`config.mk`:
```
export PLATFORM = sky130hd
export DESIGN_NAME = booth_mac_sequencer
export DESIGN_NICKNAME = d
export VERILOG_FILES = /design/src/rtl/booth_mac_sequencer.sv
export SDC_FILE = /design/constraint.sdc
export NUM_CORES = 1
export LEC_CHECK = 0
export CAP_MARGIN = 40
export CORE_ASPECT_RATIO = 2
export CORE_MARGIN = 4
export CORE_UTILIZATION = 48
export DETAILED_ROUTE_END_ITERATION = 10
export GPL_TIMING_DRIVEN = 0
export PLACE_DENSITY_LB_ADDON = 0.05
export SYNTH_ARGS = -nofsm -noshare
export SYNTH_HDL_FRONTEND = slang
export SYNTH_SLANG_ARGS = --single-unit
```
`constraint.sdc`:
```
create_clock -name clk -period 3.44 [get_ports clk]
set_clock_uncertainty 0.15 [all_clocks]
set_input_delay 0.516 -clock clk [delete_from_list [all_inputs] [get_ports clk]]
set_output_delay 0.516 -clock clk [all_outputs]
set_load 0.05 [all_outputs]
```
`src/rtl/booth_mac_sequencer.sv`:
```
// Controller that drives a sequential Booth multiplier, collects its products and
// accumulates them into saturating signed group sums delimited by in_last.
module booth_mac_sequencer #(
    parameter int WIDTH          = 16,
    parameter int ACC_WIDTH      = 40,
    parameter int RECOVER_CYCLES = 2,
    parameter int TIMEOUT        = 64
) (
    input  logic                   clk,
    input  logic                   rst,
    input  logic                   in_valid,
    output logic                   in_ready,
    input  logic [WIDTH-1:0]       in_a,
    input  logic [WIDTH-1:0]       in_b,
    input  logic                   in_last,
    output logic                   mul_en,
    output logic [WIDTH-1:0]       mul_a,
    output logic [WIDTH-1:0]       mul_b,
    input  logic [2*WIDTH-1:0]     mul_prod,
    input  logic                   mul_done,
    output logic [ACC_WIDTH-1:0]   acc_out,
    output logic                   acc_valid,
    output logic                   ovf,
    output logic                   err,
    output logic                   busy
);

    localparam int WCNT_W = $clog2(TIMEOUT + 1);
    localparam int RCNT_W = $clog2(RECOVER_CYCLES + 1);
    localparam logic [ACC_WIDTH-1:0] ACC_MAX = {1'b0, {(ACC_WIDTH-1){1'b1}}};
    localparam logic [ACC_WIDTH-1:0] ACC_MIN = {1'b1, {(ACC_WIDTH-1){1'b0}}};

    typedef enum logic [1:0] {
        ST_IDLE,
        ST_WAIT,
        ST_RECOVER
    } state_t;

    state_t                 state;
    logic [WCNT_W-1:0]      wait_cnt;
    logic [RCNT_W-1:0]      rec_cnt;
    logic                   last_q;
    logic                   grp_ovf;
    logic [ACC_WIDTH-1:0]   acc;

    logic signed [2*WIDTH-1:0]   prod_s;
    logic signed [ACC_WIDTH-1:0] prod_ext;
    logic [ACC_WIDTH-1:0]        sum;
    logic                        add_ovf;
    logic [ACC_WIDTH-1:0]        acc_next;

    // Saturating add of the sign-extended product into the running group sum.
    always_comb begin
        prod_s   = mul_prod;
        prod_ext = ACC_WIDTH'(prod_s);
        sum      = acc + prod_ext;
        add_ovf  = (acc[ACC_WIDTH-1] == prod_ext[ACC_WIDTH-1]) &&
                   (sum[ACC_WIDTH-1] != acc[ACC_WIDTH-1]);
        acc_next = sum;
        if (add_ovf) begin
            acc_next = acc[ACC_WIDTH-1] ? ACC_MIN : ACC_MAX;
        end
    end

    // NOTE: all state here uses non-blocking assignments so every register
    // samples pre-edge values; blocking writes would create order-dependent races.
    always_ff @(posedge clk) begin
        if (rst) begin
            state     <= ST_IDLE;
            wait_cnt  <= '0;
            rec_cnt   <= '0;
            last_q    <= 1'b0;
            grp_ovf   <= 1'b0;
            acc       <= '0;
            mul_en    <= 1'b0;
            mul_a     <= '0;
            mul_b     <= '0;
            acc_out   <= '0;
            acc_valid <= 1'b0;
            ovf       <= 1'b0;
            err       <= 1'b0;
            busy      <= 1'b0;
            in_ready  <= 1'b0;
        end else begin
            acc_valid <= 1'b0;
            case (state)
                ST_IDLE: begin
                    in_ready <= 1'b1;
                    busy     <= 1'b0;
                    if (in_valid && in_ready) begin
                        mul_a    <= in_a;
                        mul_b    <= in_b;
                        last_q   <= in_last;
                        mul_en   <= 1'b1;
                        in_ready <= 1'b0;
                        busy     <= 1'b1;
                        wait_cnt <= '0;
                        state    <= ST_WAIT;
                    end
                end

                ST_WAIT: begin
                    // done seen on the first WAIT edge may be stale from the previous op
                    if (mul_done && (wait_cnt != '0)) begin
                        mul_en  <= 1'b0;
                        rec_cnt <= '0;
                        state   <= ST_RECOVER;
                        if (last_q) begin
                            acc_out   <= acc_next;
                            acc_valid <= 1'b1;
                            ovf       <= grp_ovf | add_ovf;
                            acc       <= '0;
                            grp_ovf   <= 1'b0;
                        end else begin
                            acc     <= acc_next;
                            grp_ovf <= grp_ovf | add_ovf;
                        end
                    end else if (wait_cnt == WCNT_W'(TIMEOUT - 1)) begin
                        err     <= 1'b1;
                        mul_en  <= 1'b0;
                        rec_cnt <= '0;
                        state   <= ST_RECOVER;
                    end else begin
                        wait_cnt <= wait_cnt + WCNT_W'(1);
                    end
                end

                ST_RECOVER: begin
                    if (rec_cnt == RCNT_W'(RECOVER_CYCLES - 1)) begin
                        state    <= ST_IDLE;
                        in_ready <= 1'b1;
                        busy     <= 1'b0;
                    end else begin
                        rec_cnt <= rec_cnt + RCNT_W'(1);
                    end
                end

                default: state <= ST_IDLE;
            endcase
        end
    end

endmodule

```
Yosys cells after proc, flatten, opt, wreduce, memory -nomap -nowiden:

Index checks and enable logic that the tools add are counted.
W data, S select, Z words.

* add/subtract/negate cells: 3
* equality and inequality tests: 12
* muxes and demuxes: 28
* bitwise operators: 3
* reductions and logical operators: 18

Operator list (number)
* $mux W40: 3
* $add A40 B40 Y40: 1
* $mux W7: 3
* $reduce_and A3 Y1: 5
* $mux W2: 7
* $pmux W7 S2: 1
* $ne A2 B2 Y1 const B: 5
* $mux W1: 9
* $add A7 B1 Y7 const B: 1
* $eq A7 B6 Y1 const B: 1
* $reduce_bool A7 Y1: 1
* $pmux W1 S2: 3
* $pmux W2 S3: 1
* $reduce_and A2 Y1: 3
* $reduce_bool A2 Y1: 3
* $eq A2 B1 Y1 const B: 2
* $pmux W2 S2: 1
* $reduce_and A4 Y1: 1
* $logic_and A1 B1 Y1: 3
* $ne A3 B3 Y1 const B: 1
* $reduce_or A3 Y1: 1
* $add A2 B1 Y2 const B: 1
* $eq A2 B2 Y1 const B: 1
* $logic_not A2 Y1: 1
* 4 further kinds: 5

* flip-flop bits (word level): 131
* input bits: 69
* output and inout bits: 78
* word-level logic and storage cells: 79

Logic depth before layout (Yosys ltp):

* depth in word-level cells: 5
* mapped depth: 12
* depth with buffers taken out: 11

Worst setup path before layout:

Ideal clock, no wire load.

* path kind: input to register
* start: in mul_prod[2]
* end: reg acc_out[30]
* library setup time: 0.122 ns
* arrival time: 2.927 ns
* required time: 3.168 ns
* slack: 0.241 ns
* stages on the path: 11
* path buffers: 2
* path through: ha_1 o211ai_1 o211ai_1 a41oi_4 a2111oi_2 a211o_4 or2_4 and2_4 buf_6 buf_6 a221o_1

* longest elaborated chain between the ends: 4

Ends and longest elaborated chain
* start, declared: line 19 `input logic [2*WIDTH-1:0] mul_prod,`
* $add A40 B40 Y40 (*): line 56 `sum = acc + prod_ext;`
* $ne A1 B1 Y1: line 58 `(sum[ACC_WIDTH-1] != acc[ACC_WIDTH-1]);`
* $logic_and A1 B1 Y1: line 57 `add_ovf = (acc[ACC_WIDTH-1] == prod_ext[ACC_WIDTH-1]) &&`
* $mux W40 (*): line 60 `if (add_ovf) begin`
* end signal, assigned: line 109 `acc_out <= acc_next;`
* end, declared: line 21 `output logic [ACC_WIDTH-1:0] acc_out,`

Every way passes the cells marked *; elsewhere a longest branch is shown, timed or not.
A chain may end at the register's enable or synchronous reset.

Worst setup path after layout:

* start: in mul_prod[0]
* end: reg acc_out[20]

The elaborated chain is that of the path after synthesis.

==> results.json <==
{
  "outcome": "completed",
  "synth_ff_type": "dfxtp_1",
  "drc": 0,
  "ios": 147,
  "critical_path_required_ns": 3.65,
  "clk_latency_ns": 0.42,
  "hold_slack_ns": 0.303,
  "hold_viol": 0,
  "peakVddDrop_v": 0.000317,
  "fillers": 1199,
  "worstSetupEndpointType": "flip-flop",
  "grt_pass1_wl_um": 33100,
  "finalCriticalPeriod_ns": 3.35,
  "clockBufferDepth": 2,
  "syn_to_final_growth_pct": 36.4,
  "yosysSeqAreaShare": 0.387,
  "die_h_um": 176,
  "synth_common_cells": "dfxtp_1 (131), nand2_1 (107), a21oi_1 (84)",
  "post-synth-top-count-cell": "dfxtp_1",
  "via_per_inst": 5.70,
  "yosysUniqueCellTypes": 61,
  "placed_cell_area_um2": 8460,
  "setup_slack_ns": 0.0871,
  "overflow": 0,
  "htreeDepth": 4,
  "die_area_um2": 16200,
  "synth_nets": 893,
  "r2r_start": "acc[1]",
  "yosysTopAreaCell": "dfxtp_1",
  "whs_path_depth": 2,
  "drt-initial-drc-count": 334,
  "drtPass1Iterations": 5,
  "start_util": 0.488,
  "clkSlewWorstSetupHoldPaths_ns": 0.07,
  "grt_max_degree": 17,
  "power_density_nw_per_um2": 415,
  "startpoint": "mul_prod[0]",
  "slew_headroom": 0.578,
  "syn_inst": 781,
  "netlist_top_cells_area": "dfxtp_1 (39%), ha_1 (7.8%), a21oi_1 (6.2%), nand2_1 (5.9%), a22o_1 (5.8%)",
  "timing.final.crit_share": 0.975,
  "grtUsageTotal": 0.257,
  "drive_gt1_frac": 0.0909,
  "cts_made_buffers": 17,
  "finalNonFillerCells": 1146,
  "fmax_ghz": 0.298,
  "detail-route-antenna-nets": 0,
  "placedCellCount": 1115,
  "setup_viol": 0,
  "p_total_uw": 3840,
  "crit_fanout": 3,
  "hold_path.class": "reg -> reg",
  "clockRootBuffer": "clkbuf_16",
  "antenna_found_initial": 0,
  "fp.coreArea_um2": 13900,
  "layout.nets": 1056,
  "synth_top_area_share": 0.387,
  "arrival_ns": 3.57,
  "routed_wl_um": 20900,
  "startpoint_type": "primary input",
  "r2r_slack_ns": 0.23,
  "die_w_um": 92.0,
  "reg2reg_to": "acc_out[36]",
  "synth_edf_count": 0,
  "min_from": "mul_b[14]",
  "ys_warn_count": 0,
  "cts_tree": "built",
  "whs_endpoint": "mul_b[14]",
  "critPathKind": "in -> reg",
  "diodes": 0,
  "ys_async_sr_fraction": 0,
  "vias": 6535,
  "avgRoutedWirePerCell_um": 18.2,
  "ctsHoldBuffers": 0,
  "place.detailed.hpwl_um": 16300,
  "fin_area_um2": 9250,
  "netlist_area_um2": 6780,
  "worstRegToRegCells": 11,
  "place_congestion": 0.935,
  "multi_input_area_um2": 4070,
  "place_ws_ns": -0.997,
  "p_leak_uw": 0.00362,
  "cts.sinks": 131,
  "drv_cap": 0,
  "first_global_vias": 6864,
  "drv_slew": 0,
  "syn_avg_cell_area_um2": 8.68,
  "seq_area_um2": 2620,
  "rows": 61,
  "portBuffers": 145,
  "ys_ff_latch": 131,
  "worst_pin_slew_ns": 0.633
}
## worst max-delay path, cell delays in order
cell and delay [ns]:
clkdlybuf4s50_1 0.48, ha_2 0.22, inv_1 0.06, fa_1 0.40, nor2b_2 0.15, o211ai_1 0.14
a211o_1 0.40, and2_4 0.19, a311o_1 0.38, and3_1 0.22, o31ai_4 0.25, a22o_1 0.17
## area by class of cell
cell class / count / share of cell area
buffer: 41 / 0.0206
clock buffer: 17 / 0.0460
clock inverter: 15 / 0.0154
inverter: 20 / 0.00812
multi-input combinational: 583 / 0.440
sequential: 131 / 0.284
tap: 189 / 0.0256
timing repair buffer: 150 / 0.161
## worst max-delay path by stage
stage | endpoint | slack, ns | cells after the start
after detailed placement | acc[38] | -1.0 | 12
after global placement | acc[38] | -1.01 | 12
after global routing | acc_out[34] | -0.007 | 12
after floorplan | acc_out[30] | 0.24 | 11
after CTS | acc_out[35] | 0.01 | 10
final | acc_out[20] | 0.09 | 12
## cell families after synthesis
group / Yosys count / synth area share
simple gates: 218 / 0.145
buf+inv: 67 / 0.0399
mux: 1 / 0.00148
fa+ha+maj: 43 / 0.0805
compound gates: 285 / 0.299
xor+xnor: 36 / 0.0465
flops: 131 / 0.387
## power by group
group | total, uW | internal [uW] | switching [uW] | leakage (uW)
Sequential | 1570 | 1550 | 18.9 | 0.00106
Combinational | 488 | 196 | 292 | 0.00228
Clock | 1780 | 1010 | 770 | 0.000281
## cell usage in the layout, fill, tap and decap left out, types with 3 or more instances in the layout
cell and n:
nor2_1 37, o31ai_1 5, o21ai_1 7, and3_1 6
a21oi_1 78, a21boi_0 4, ha_1 36, nand2_2 3
buf_2 4, a31oi_1 5, a22o_1 45, o211ai_1 5
buf_4 6, nand2_1 104, ha_4 4, a211oi_1 4
clkinv_4 3, nor3_1 15, nand2b_1 7, xor2_1 16
nand4_1 8, clkbuf_4 3, a221o_1 31, o21bai_1 6
inv_6 6, a21o_1 14, o21ai_0 35, and2_1 4
clkdlybuf4s50_1 142, inv_1 20, clkbuf_16 17, a21oi_2 6
nand3_1 12, nor2b_1 3, dfxtp_1 131, clkbuf_1 30
clkinv_2 3, xnor2_1 20, nand3b_1 4, o21a_1 11
## metal layers
| metal | vias to the layer above | share of wire | track usage |
|---|---|---|---|
| met5 | - | 0 | 0 |
| met4 | 0 | 0.045 | 0.150 |
| met3 | 67 | 0.041 | 0.0490 |
| met2 | 201 | 0.56 | 0.506 |
| met1 | 3053 | 0.35 | 0.238 |
| li1 | 3214 | - | - |
## registers in the layout, indices dropped and copies added (netlist names), 2 cells and up
register and count:
acc 40, acc_out 40, state 2, mul_a 16
mul_b 16, wait_cnt 7, rec_cnt 2
## metrics by stage
| step | TNS (ns) | util |
|---|---|---|
| 2_1_floorplan | 0 | - |
| 3_3_place_gp | -66.92 | 0.609 |
| 3_5_place_dp | -67.51 | 0.609 |
| 4_1_cts | 0 | 0.656 |
| 5_1_grt | -0.0169 | 0.666 |
| 6_report | 0 | 0.666 |
## repair_timing
action / in CTS / in global routing
hold endpoints to repair: 0 / 0
buffers inserted: 2 / 3
pin swaps: 6 / 8
resized for setup: 21 / 37
endpoints found under the setup margin: 79 / 60
No activity file was read; power rests on OpenSTA's default activity.
